$ cat src/rtl/shift_reg_pkg.sv
// Shared definitions for the shifting-register serial receive path.
package shift_reg_pkg;

    typedef enum logic [1:0] {
        IDLE = 2'b00,
        DATA = 2'b01,
        STOP = 2'b10
    } rx_state_e;

    localparam logic LINE_IDLE = 1'b1;

    // A one-bit counter is still needed when WIDTH=2 ($clog2(2)=1) or smaller.
    function automatic int cnt_width(input int w);
        return (w > 1) ? $clog2(w) : 1;
    endfunction

endpackage

$ cat src/rtl/shift_rx_buf.sv
// Serial-in/parallel-out register; MSB_FIRST selects which end new bits enter.
module shift_rx_buf
    import shift_reg_pkg::*;
#(
    parameter int WIDTH     = 4,
    parameter bit MSB_FIRST = 1'b0
) (
    input  logic             clk_i,
    input  logic             rst_n_i,
    input  logic             shift_en_i,
    input  logic             s_i,
    output logic [WIDTH-1:0] data_o
);

    logic [WIDTH-1:0] data_q;

    // LSB-first streams enter at the top and walk down so the first bit lands in bit 0.
    always_ff @(posedge clk_i or negedge rst_n_i) begin
        if (!rst_n_i) begin
            data_q <= '0;
        end else if (shift_en_i) begin
            data_q <= MSB_FIRST ? {data_q[WIDTH-2:0], s_i} : {s_i, data_q[WIDTH-1:1]};
        end
    end

    assign data_o = data_q;

endmodule

$ cat src/rtl/shift_rx_4b.sv
// Framed serial receiver: start/data/stop FSM plus VALID/ACK handshake and error flags.
module shift_rx_4b
    import shift_reg_pkg::*;
#(
    parameter int WIDTH     = 4,
    parameter bit MSB_FIRST = 1'b0
) (
    input  logic             CLK,
    input  logic             RESET,
    input  logic             ENB,
    input  logic             S_IN,
    input  logic             ACK,
    output logic [WIDTH-1:0] Q,
    output logic             VALID,
    output logic             FRAME_ERR,
    output logic             OVERRUN,
    output logic             BUSY,
    output logic [1:0]       dbg_state_o
);

    localparam int CNT_W = cnt_width(WIDTH);
    localparam logic [CNT_W-1:0] LAST_BIT = CNT_W'(WIDTH - 1);

    rx_state_e        state_q;
    logic [CNT_W-1:0] cnt_q;
    logic [WIDTH-1:0] q_q;
    logic             valid_q;
    logic             ferr_q;
    logic             ovr_q;
    logic [WIDTH-1:0] buf_data;
    logic             shift_en;

    assign shift_en = ENB && (state_q == DATA);

    shift_rx_buf #(
        .WIDTH     (WIDTH),
        .MSB_FIRST (MSB_FIRST)
    ) u_buf (
        .clk_i      (CLK),
        .rst_n_i    (RESET),
        .shift_en_i (shift_en),
        .s_i        (S_IN),
        .data_o     (buf_data)
    );

    // Handshake is checked every edge; a stop-bit sample later in the block
    // overrides it, so a new word arriving with ACK keeps VALID high.
    always_ff @(posedge CLK or negedge RESET) begin
        if (!RESET) begin
            state_q <= IDLE;
            cnt_q   <= '0;
            q_q     <= '0;
            valid_q <= 1'b0;
            ferr_q  <= 1'b0;
            ovr_q   <= 1'b0;
        end else begin
            if (valid_q && ACK) begin
                valid_q <= 1'b0;
                ferr_q  <= 1'b0;
                ovr_q   <= 1'b0;
            end
            if (ENB) begin
                case (state_q)
                    IDLE: begin
                        if (S_IN != LINE_IDLE) begin
                            state_q <= DATA;
                            cnt_q   <= '0;
                        end
                    end
                    DATA: begin
                        if (cnt_q == LAST_BIT) begin
                            state_q <= STOP;
                            cnt_q   <= '0;
                        end else begin
                            cnt_q <= cnt_q + CNT_W'(1);
                        end
                    end
                    STOP: begin
                        state_q <= IDLE;
                        q_q     <= buf_data;
                        ferr_q  <= ~S_IN;
                        valid_q <= 1'b1;
                        ovr_q   <= valid_q && !ACK;
                    end
                    default: begin
                        state_q <= IDLE;
                        cnt_q   <= '0;
                    end
                endcase
            end
        end
    end

    assign Q           = q_q;
    assign VALID       = valid_q;
    assign FRAME_ERR   = ferr_q;
    assign OVERRUN     = ovr_q;
    assign BUSY        = (state_q != IDLE);
    assign dbg_state_o = state_q;

endmodule
$ cat config.mk
export PLATFORM = sky130hd
export DESIGN_NAME = shift_rx_4b
export DESIGN_NICKNAME = d
export VERILOG_FILES = /design/src/rtl/shift_reg_pkg.sv /design/src/rtl/shift_rx_buf.sv /design/src/rtl/shift_rx_4b.sv
export SDC_FILE = /design/constraint.sdc
export NUM_CORES = 1
export LEC_CHECK = 0
export ABC_AREA = 1
export CAP_MARGIN = 15
export CORE_AREA = 4 4 46 48
export CTS_CLUSTER_SIZE = 25
export DETAILED_ROUTE_END_ITERATION = 6
export DIE_AREA = 0 0 50 52
export PLACE_DENSITY_LB_ADDON = 0.05
export REMOVE_ABC_BUFFERS = 1
export SYNTH_ARGS = -nofsm -noshare
export SYNTH_HDL_FRONTEND = slang
export SYNTH_SLANG_ARGS = --single-unit
export TNS_END_PERCENT = 10
$ cat constraint.sdc
create_clock -name CLK -period 1.2 [get_ports CLK]
set_input_delay 0.18 -clock CLK [delete_from_list [all_inputs] [get_ports CLK]]
set_output_delay 0.18 -clock CLK [all_outputs]
set_load 0.005 [all_outputs]
**Word level (Yosys, flattened, before mapping)**

Cells that the tools add are included.

- Bits in writable memories: 0
- Register bits: 15
- ROM bits: 0
- Output and inout port bits: 10
- Input port bits: 5
- Bits in latches: 0
- Word-level logic and storage cells: 39
- Memories kept: 0

- Multipliers: 0
- Add/subtract/negate cells: 1
- Bitwise gates (word level): 2
- Shifts and indexed selects: 0
- Reductions and logical operators: 9
- Divide/modulo/power cells: 0
- Multiplexer cells: 15
- Equality and inequality tests: 5
- Order comparisons: 0

Operators by type and width:

| cell | count |
|---|---|
| two-way mux 1 bit | 9 |
| two-way mux 2 bit | 4 |
| case mux 2 bit (3 select lines) | 1 |
| AND reduction 3 bit | 2 |
| == test 2 bit, second input constant | 2 |
| case mux 2 bit (2 select lines) | 1 |
| logical AND 1 bit | 3 |
| adder 2 x 1 -> 2 bit, second input constant | 1 |
| == test 2 x 1 -> 1 bit, second input constant | 1 |
| logical NOT 2 bit | 1 |
| inequality test 2 x 1 -> 1 bit, second input constant | 1 |
| inequality test 2 bit, second input constant | 1 |
| NOT 1 bit | 2 |
| AND reduction 2 bit | 1 |
| nonzero test 2 bit | 1 |
| logical NOT 1 bit | 1 |

**Logic depth before layout (Yosys ltp)**

Gate-level depths: netlist (run 1).

- Word-level depth: 4
- Depth in mapped cells: 6
- Mapped depth without buffers: 6

**Cells and area by module**

Synthesis (run 1) repeated with hierarchy kept, for this count alone.

- Cell total of the unflattened synthesis: 79
- Area, all modules: 680.7 um2

By module, submodules not included:

| module | area each (um2) | seq. area each (um2) | cells each | times used |
|---|---|---|---|---|
| shift_rx_4b | 531.8 | 275.3 | 62 | 1 |
| shift_rx_buf | 148.9 | 100.1 | 17 | 1 |

**Worst setup path before layout (run 1)**

OpenSTA, ideal clock, no wires.

- Path type: flip-flop to flip-flop
- From: reg state_q[0], in the netlist dbg_state_o[0]
- To: reg q_q[1], in the netlist Q[1]
- Data required time: 1.079 ns
- Buffers on the path: 1
- Clock period less this slack: 0.967 ns
- Setup slack: 0.233 ns
- Library setup time: 0.121 ns
- Stages on the path, launching flop included: 6
- Arrival: 0.847 ns
- Cells stage by stage: dfrtp_1 inv_2 nand3_2 buf_6 nand2_1 o21ai_1

- Cells in the longest elaborated chain, start to end: 2

Ends and longest elaborated chain:

| item | RTL line | RTL |
|---|---|---|
| from (decl) | shift_rx_4b.sv:24 | `rx_state_e state_q;` |
| from (signal assigned) | shift_rx_4b.sv:50 | `state_q <= IDLE;` |
| from (signal assigned) | shift_rx_4b.sv:66 | `state_q <= DATA;` |
| from (signal assigned) | shift_rx_4b.sv:72 | `state_q <= STOP;` |
| == test 2 bit | shift_rx_4b.sv:63 | `case (state_q)` |
| AND reduction 2 bit (no line) | - |  |
| to (signal assigned) | shift_rx_4b.sv:80 | `q_q <= buf_data;` |
| to (decl) | shift_rx_4b.sv:26 | `logic [WIDTH-1:0] q_q;` |

No other way between the ends.
A chain may end at the register's enable or synchronous reset.

**Worst setup path after layout (run 1)**

- From: reg state_q[1], in the netlist dbg_state_o[1]
- To: out BUSY

- Cells in the longest elaborated chain, start to end: 1

Ends and longest elaborated chain:

| item | RTL line | RTL |
|---|---|---|
| nonzero test 2 bit | shift_rx_4b.sv:98 | `assign BUSY = (state_q != IDLE);` |
| to (decl) | shift_rx_4b.sv:17 | `output logic BUSY,` |

No other way between the ends.

==> results of run 1 <==
[logic make-up after synthesis]
| logic type | Yosys count | synth area share (%) |
|---|---|---|
| flip-flops | 15 | 57.5 |
| AND/OR/NAND/NOR | 31 | 21.5 |
| buffers and inverters | 14 | 9.77 |
| AO/OA/AOI/OAI | 12 | 9.39 |
| adder cells (fa/ha/maj) | 1 | 1.92 |
[cell usage in the layout, fill, tap and decap left out]
master / instances
buf_4: 5
buf_6: 3
clkbuf_2: 1
clkbuf_4: 3
clkdlybuf4s50_1: 4
clkinv_2: 1
dfrtp_1: 15
dlygate4sd2_1: 8
ha_1: 1
inv_1: 10
inv_2: 1
inv_4: 1
nand2_1: 20
nand3_1: 5
nand3_4: 2
nand4_1: 1
nor2_1: 1
nor2_4: 1
o21ai_0: 4
o21ai_1: 6
o21ai_2: 1
o22ai_1: 1
or2_2: 1
[worst max-delay path, delay by kind of cell, from the launching register on]
| family | cells | cell delay, ns |
|---|---|---|
| buffers and inverters | 3 | 0.27 |
| and+or+nand+nor | 1 | 0.08 |
| DFF | 1 | 0.41 |
[what timing repair did]
action	4_1_cts	5_1_grt
setup buffers	2	0
pin swaps	1	0
setup endpoints to repair	10	14
gates resized for setup	18	5
[report_power, final]
group / switching (mW) / internal (mW)
Sequential: 0.107 / 0.678
Combinational: 0.364 / 0.358
Clock: 0.168 / 0.124
Total: 0.640 / 1.16
[final timing paths]
path,endpoint,slack [ns],depth (start not counted)
worst max-delay path,BUSY,-0.02,4
worst min-delay path,u_buf.data_o[0],0.20,2
worst max register to register,u_buf.data_o[3],0.05,5
worst min register to register,cnt_q[1],0.48,2
max in group asynchronous,VALID,0.82,2
min in group CLK,cnt_q[1],0.48,2
[layout make-up]
cell class / instances / area (um^2)
sequential: 15 / 375
clock buffer: 3 / 22.5
clock inverter: 1 / 5.00
tap: 25 / 31.3
fill: 166 / 800
inverter: 12 / 47.5
multi-input combinational: 44 / 240
timing repair buffer: 21 / 186
[sequential cells by signal, summed over array words and instances (netlist names)]
name          flops
VALID             1
FRAME_ERR         1
Q                 4
u_buf.data_o      4
cnt_q             2
dbg_state_o       2
OVERRUN           1
[per-layer routing]
metal,wire length [um],global-route usage (%),vias up
met3,107,6.30,0
met5,0,0,-
li1,-,-,279
met4,0,2.76,0
met1,598,13.9,235
met2,594,18.5,14
[metrics by stage]
step                      utilization (%)  instance area (um^2)  cells  TNS (ns)  hold WS, ns
final                                53.2                   908    121   -0.0289        0.202
after global routing                 53.2                   908    121    -0.189        0.220
after CTS                            52.5                   896    121    -0.126        0.201
after detailed placement             49.4                   843    115    -0.952        0.471
after global placement               49.4                   843    115    -0.688        0.463
after floorplan                         -                   634     71         0       -0.116
==> results_tabular.tex, run 1 <==
\begin{tabular}{lr}
\hline
Metric & Value \\
\hline
\multicolumn{2}{l}{\textbf{Worst setup path}} \\
\quad Startpoint of the worst-slack reg-to-reg timing path & dbg\_state\_o[1] \\
\quad Slowest cell on the critical path & dfrtp\_1 \\
\quad Critical Path Fanout Max & 2 \\
\quad Worst setup path startpoint & dbg\_state\_o[1] \\
\quad Ordered list of cells on the worst path & buf\_6 > nor2\_4 > inv\_1 > clkbuf\_2 \\
\quad Critical path class & flop to output pin \\
\quad Category of the worst setup path launch point & flop \\
\quad Highest cell delay on the worst timing path & between 0.4 and 0.5 ns \\
\quad Data arrival time at the worst-slack endpoint & about 1.0 ns \\
\quad Capturing element type of the critical path & output pin \\
\quad Required time worst endpoint & roughly 1 ns \\
\multicolumn{2}{l}{\textbf{STA}} \\
\quad Number of slew-limit violations in the final report & 0 \\
\quad Minimum clock period & 1.22 ns \\
\quad Final setup skew & 0.00200 ns \\
\quad Slew of the pin with the lowest slew margin & between 0.3 and 0.4 ns \\
\quad Unrepaired setup endpoints after global routing & yes \\
\quad Final setup violation count & 2 \\
\quad Worst slew margin & about four fifths \\
\quad Count of final hold-check violations & 0 \\
\quad Final worst slack & -0.0175 ns \\
\quad Share of the clock period used by the worst path after layout & 101\% \\
\quad Top achievable clock speed & 821 MHz \\
\multicolumn{2}{l}{\textbf{Global routing}} \\
\quad Vias in the first global route & approximately 520 \\
\quad Combined global-route utilization of all metal layers & around an eighth \\
\quad Wire length of the first global-routing pass & between 2000 and 2500 um \\
\quad Global-route congestion overflow total & 0 \\
\quad Maximum number of pins on one net before global-route repair & 16 \\
\quad Antenna violations before repair & 0 \\
\multicolumn{2}{l}{\textbf{Logic synthesis}} \\
\quad Leading cell types by count after synthesis & nand2\_1 (20), dfrtp\_1 (15), inv\_1 (11), o21ai\_1 (7), nand3\_1 (5) \\
\quad Synth Flop Type & dfrtp\_1 \\
\quad EDFF count, synth & 0 \\
\quad Number of distinct library cells after synthesis & 15 \\
\quad Most frequent cell after synthesis & nand2\_1 \\
\quad Fraction of registers with async set/reset & 100\% \\
\quad Cell types with the largest area share after synthesis & dfrtp\_1 (57\%), nand2\_1 (11\%), inv\_1 (6.3\%) \\
\quad Flops \& latches, synth & 15 \\
\quad Count of synthesis-stage warnings from yosys & 0 \\
\quad Average cell area after synthesis & between 8 and 9 um\^{}2 \\
\quad Cell type contributing the most total cell area after synthesis & dfrtp\_1 \\
\quad Netlist Area Pre-Place & 653 um\^{}2 \\
\quad Top-area cell type share of the netlist area & 57.5\% \\
\quad Post-Syn Instances & between 70 and 80 \\
\quad Seq/Total Area, Yosys & between 50\% and 60\% \\
\multicolumn{2}{l}{\textbf{Drt}} \\
\quad Remaining routing DRC violations & 0 \\
\quad WL per Instance & roughly 11 um \\
\quad Total wirelength of the detailed-routed design & $\sim$1300 um \\
\quad Count of vias placed by the detailed router & $\sim$530 \\
\quad Final ANT Viol Nets & 0 \\
\quad Vias per cell & around 4.4 \\
\quad Detailed-router iteration count before antenna repair & 3 \\
\quad First DRT Iteration DRCs & 4 \\
\multicolumn{2}{l}{\textbf{Power and ir drop}} \\
\quad Static power due to leakage & roughly 0.48 nW \\
\quad Total Power & between 1.5 and 2 mW \\
\quad Power density cells & a little under 2000 nW/um\^{}2 \\
\quad Worst VDD drop & about 1200 uV \\
\multicolumn{2}{l}{\textbf{Die}} \\
\quad Core Region & approximately 1700 um\^{}2 \\
\quad Vertical extent of the die & 52 um \\
\quad Top-Level Pins & 15 \\
\quad Chip Width & $\sim$50 um \\
\quad Number of placement rows & 15 \\
\quad Die area & between 2000 and 3000 um\^{}2 \\
\quad Starting density of the core & between 30\% and 40\% \\
\multicolumn{2}{l}{\textbf{Place}} \\
\quad Minimum setup slack after placement & -0.144 ns \\
\quad Post-DP HPWL & 914 um \\
\quad PortBufs & 14 \\
\quad Last weighted congestion value of the routability-driven placer & about 0.8 \\
\multicolumn{2}{l}{\textbf{Cells and area}} \\
\quad Diodes inserted & 0 \\
\quad Area added between synthesis and finish & 39.1\% \\
\quad Post-layout net count & approximately 100 \\
\quad Layout cells sized above 1 & 20.8\% \\
\multicolumn{2}{l}{\textbf{CTS}} \\
\quad CTS Hold Bufs & 0 \\
\quad Clock buffer count from CTS & 3 \\
\quad Number of clock sinks & 15 \\
\quad Max Root-Sink Buffers & 2 \\
\quad Clock slew at the register clock pins of the worst setup and hold paths & roughly 0.090 ns \\
\quad CTS tree & built \\
\quad H-tree Lvls & 1 \\
\quad Root cell of the clock tree & clkbuf\_4 \\
\quad Clock Latency Late Sink & around 0.28 ns \\
\multicolumn{2}{l}{\textbf{Flow run}} \\
\quad Max Cap Violations & 0 \\
\multicolumn{2}{l}{\textbf{Hold path}} \\
\quad Hold crit path type & input port to async pin \\
\multicolumn{2}{l}{\textbf{Run status}} \\
\quad Status & finished, violations left \\
\quad Violations in the final reports & setup timing \\
\hline
\end{tabular}
Power figures use the tool's default switching activity.
==> run 2: changes to the inputs <==
Settings changed: CORE_AREA 4 4 46 48 to 4 4 43 45, DIE_AREA 0 0 50 52 to 0 0 47 49.
==> run 2 against run 1 <==
Compared with the run above: the run still ends with setup timing left; via count up 7.4%; sequential share of layout area down 1.7 points; sequential power about the same; clock skew about the same; non-clock buffer count up 6; die area down 11%; total power up 7.2%; cell count down 1.7%.
==> results_tabular.tex, run 2 (synthesized netlist as in run 1, its figures left out) <==
\begin{tabular}{lr}
\hline
Metric & Value \\
\hline
\multicolumn{2}{l}{\textbf{Drt}} \\
\quad Vias per cell & 4.76 (+9.2\%) \\
\quad Met3 wire len & 71 um (-34\%) \\
\quad First DRT Iteration DRCs & 9 (+5) \\
\quad Detailed-router iteration count before antenna repair & 3 (unchanged) \\
\quad Count of vias placed by the detailed router & 567 (+7.4\%) \\
\quad WL per Instance & 11.4 um (+5.8\%) \\
\quad Remaining routing DRC violations & 0 (unchanged) \\
\quad Final ANT Viol Nets & 0 (unchanged) \\
\quad Uppermost metal layer occupied by signal nets & met4 \\
\quad Total wirelength of the detailed-routed design & 1350 um (+4.0\%) \\
\quad Routed met2 length & 645 um (+8.6\%) \\
\quad Wire length the detailed router placed on met1 & 622 um (+4.0\%) \\
\multicolumn{2}{l}{\textbf{CTS}} \\
\quad CTS tree & built \\
\quad Clock buffer count from CTS & 3 (unchanged) \\
\quad Max Root-Sink Buffers & 2 (unchanged) \\
\quad Clock Latency Late Sink & 0.28 ns (about the same) \\
\quad Root cell of the clock tree & clkbuf\_4 \\
\quad Number of clock sinks & 15 (unchanged) \\
\quad Clock slew at the register clock pins of the worst setup and hold paths & 0.09 ns (about the same) \\
\quad H-tree Lvls & 1 (unchanged) \\
\multicolumn{2}{l}{\textbf{Cells and area}} \\
\quad Area added between synthesis and finish & 45.0\% \\
\quad Post-layout net count & 110 (+6.8\%) \\
\quad Commonest cells after routing, fill and taps aside & nand2\_1 (18), dfrtp\_1 (15), buf\_4 (11) \\
\quad Finished Core Util & 64.4\% (+11 points) \\
\quad Diodes inserted & 0 (unchanged) \\
\quad Leading cell type in the layout, fill and taps excluded & nand2\_1 \\
\quad Layout cells sized above 1 & 29.1\% (+8.3 points) \\
\multicolumn{2}{l}{\textbf{STA}} \\
\quad Share of the clock period used by the worst path after layout & 101\% (-0.26 points) \\
\quad Minimum clock period & 1.21 ns (-0.00306 ns) \\
\quad Worst slew margin & 77.2\% (-2.6 points) \\
\quad Final worst slack & -0.0144 ns (+0.00306 ns) \\
\quad Top achievable clock speed & 823 MHz (+0.25\%) \\
\quad Number of slew-limit violations in the final report & 0 (unchanged) \\
\quad Slew of the pin with the lowest slew margin & 0.341 ns (+0.0384 ns) \\
\quad Final setup violation count & 1 (-1) \\
\quad Final setup skew & 0.00204 ns (+0.0000403 ns) \\
\quad Unrepaired setup endpoints after global routing & yes \\
\quad Count of final hold-check violations & 0 (unchanged) \\
\multicolumn{2}{l}{\textbf{Die}} \\
\quad Starting density of the core & 44.4\% (+6.1 points) \\
\quad Chip Width & 47 um (-6.0\%) \\
\quad Core Region & 1470 um\^{}2 (-14\%) \\
\quad Number of placement rows & 14 (-1) \\
\quad Vertical extent of the die & 49 um (-5.8\%) \\
\quad Top-Level Pins & 15 (unchanged) \\
\quad Die area & 2300 um\^{}2 (-11\%) \\
\multicolumn{2}{l}{\textbf{Worst setup path}} \\
\quad Ordered list of cells on the worst path & buf\_4 > nor2\_4 > inv\_1 > clkbuf\_2 \\
\quad Critical path class & flop to output pin \\
\quad Slowest cell on the critical path & dfrtp\_1 \\
\quad Category of the worst setup path launch point & flop \\
\quad Worst r2r path cells & 5 (unchanged) \\
\quad Startpoint of the worst-slack reg-to-reg timing path & dbg\_state\_o[0] \\
\quad Capturing element type of the critical path & output pin \\
\quad Highest cell delay on the worst timing path & 0.39 ns (-0.02 ns) \\
\quad Data arrival time at the worst-slack endpoint & 1.03 ns (about the same) \\
\quad Required time worst endpoint & 1.02 ns (about the same) \\
\quad Terminus of the critical flop-to-flop path & dbg\_state\_o[0] \\
\quad Stages on the worst setup path & 4 (unchanged) \\
\quad Reg2Reg Setup Slack & 0.01 ns (-0.04 ns) \\
\quad Buffering stage count on the worst path with inverters included & 3 (unchanged) \\
\quad Critical Path Fanout Max & 2 (unchanged) \\
\quad Worst path top cell family by delay & flip-flops \\
\multicolumn{2}{l}{\textbf{Global routing}} \\
\quad Global-route congestion overflow total & 0 (unchanged) \\
\quad Antenna violations before repair & 0 (unchanged) \\
\quad Maximum number of pins on one net before global-route repair & 16 (unchanged) \\
\quad Combined global-route utilization of all metal layers & 13.3\% (+1.6 points) \\
\quad Wire length of the first global-routing pass & 2190 um (-3.3\%) \\
\quad Vias in the first global route & 510 (-2.3\%) \\
\multicolumn{2}{l}{\textbf{Place}} \\
\quad Post-DP HPWL & 903 um (-1.1\%) \\
\quad PortBufs & 14 (unchanged) \\
\quad Last weighted congestion value of the routability-driven placer & 0.752 (-5.7\%) \\
\multicolumn{2}{l}{\textbf{Power and ir drop}} \\
\quad Power density cells & 2040 nW/um\^{}2 (+2.8\%) \\
\quad Total Power & 1.93 mW (+7.2\%) \\
\quad Static power due to leakage & 0.508 nW (+6.0\%) \\
\quad Worst VDD drop & 1120 uV (-4.0\%) \\
\multicolumn{2}{l}{\textbf{Run status}} \\
\quad Violations in the final reports & setup timing \\
\quad Status & finished, violations left \\
\multicolumn{2}{l}{\textbf{Hold path}} \\
\quad Hold crit path type & input port to async pin \\
\multicolumn{2}{l}{\textbf{Flow run}} \\
\quad Max Cap Violations & 0 (unchanged) \\
\hline
\end{tabular}
run 2: cell count changes in the layout (fill, tap and decap cells not counted), sizes merged:
cell         before  now
buf               8   13
clkbuf            4    6
dlygate4sd2       8    7
nand3             7    8
run 2: worst max-delay path by stage:
stage,start,end
2_1_floorplan,dbg_state_o[0],FRAME_ERR
5_1_grt,dbg_state_o[1],BUSY
4_1_cts,dbg_state_o[0],dbg_state_o[0]
6_report,dbg_state_o[1],BUSY
3_5_place_dp,ENB,FRAME_ERR
3_3_place_gp,ENB,FRAME_ERR
run 2: layer usage:
layer,global-route usage [%],up-vias
met4,7.83,0
met1,17.1,261
li1,-,293
met5,0,-
met2,19.0,11
met3,4.06,2
run 2: per-stage QoR:
stage	instance area (um^2)	setup WS [ns]	instances	setup TNS (ns)	hold WS [ns]
final	947	-0.0144	119	-0.0144	0.202
after global routing	947	-0.0701	119	-0.131	0.204
after CTS	936	-0.113	119	-0.894	0.210
after detailed placement	847	-0.121	108	-0.741	0.472
after global placement	847	-0.0966	108	-0.611	0.461
after floorplan	634	0.232	71	0	-0.116
run 2: final cells by class:
| cell class | instances | area, um^2 |
|---|---|---|
| clock buffers | 3 | 22.5 |
| clock inverters | 1 | 5.00 |
| fillers | 148 | 524 |
| inverters | 12 | 47.5 |
| multi-input cells | 45 | 255 |
| flip-flops and latches | 15 | 375 |
| well taps | 16 | 20.0 |
| repair buffers | 27 | 221 |
run 2: repair_timing:
item,in CTS,in global routing
hold endpoints to repair,0,0
gates resized for setup,16,13
buffers inserted,7,0
cloned,0,1
pin swaps,2,1
hold buffers,0,0
setup endpoints to repair,10,18
run 2: power breakdown:
group / switching [mW] / internal [mW] / total [mW]
combinational: 0.409 / 0.442 / 0.851
clock: 0.167 / 0.124 / 0.290
sequential: 0.109 / 0.678 / 0.787
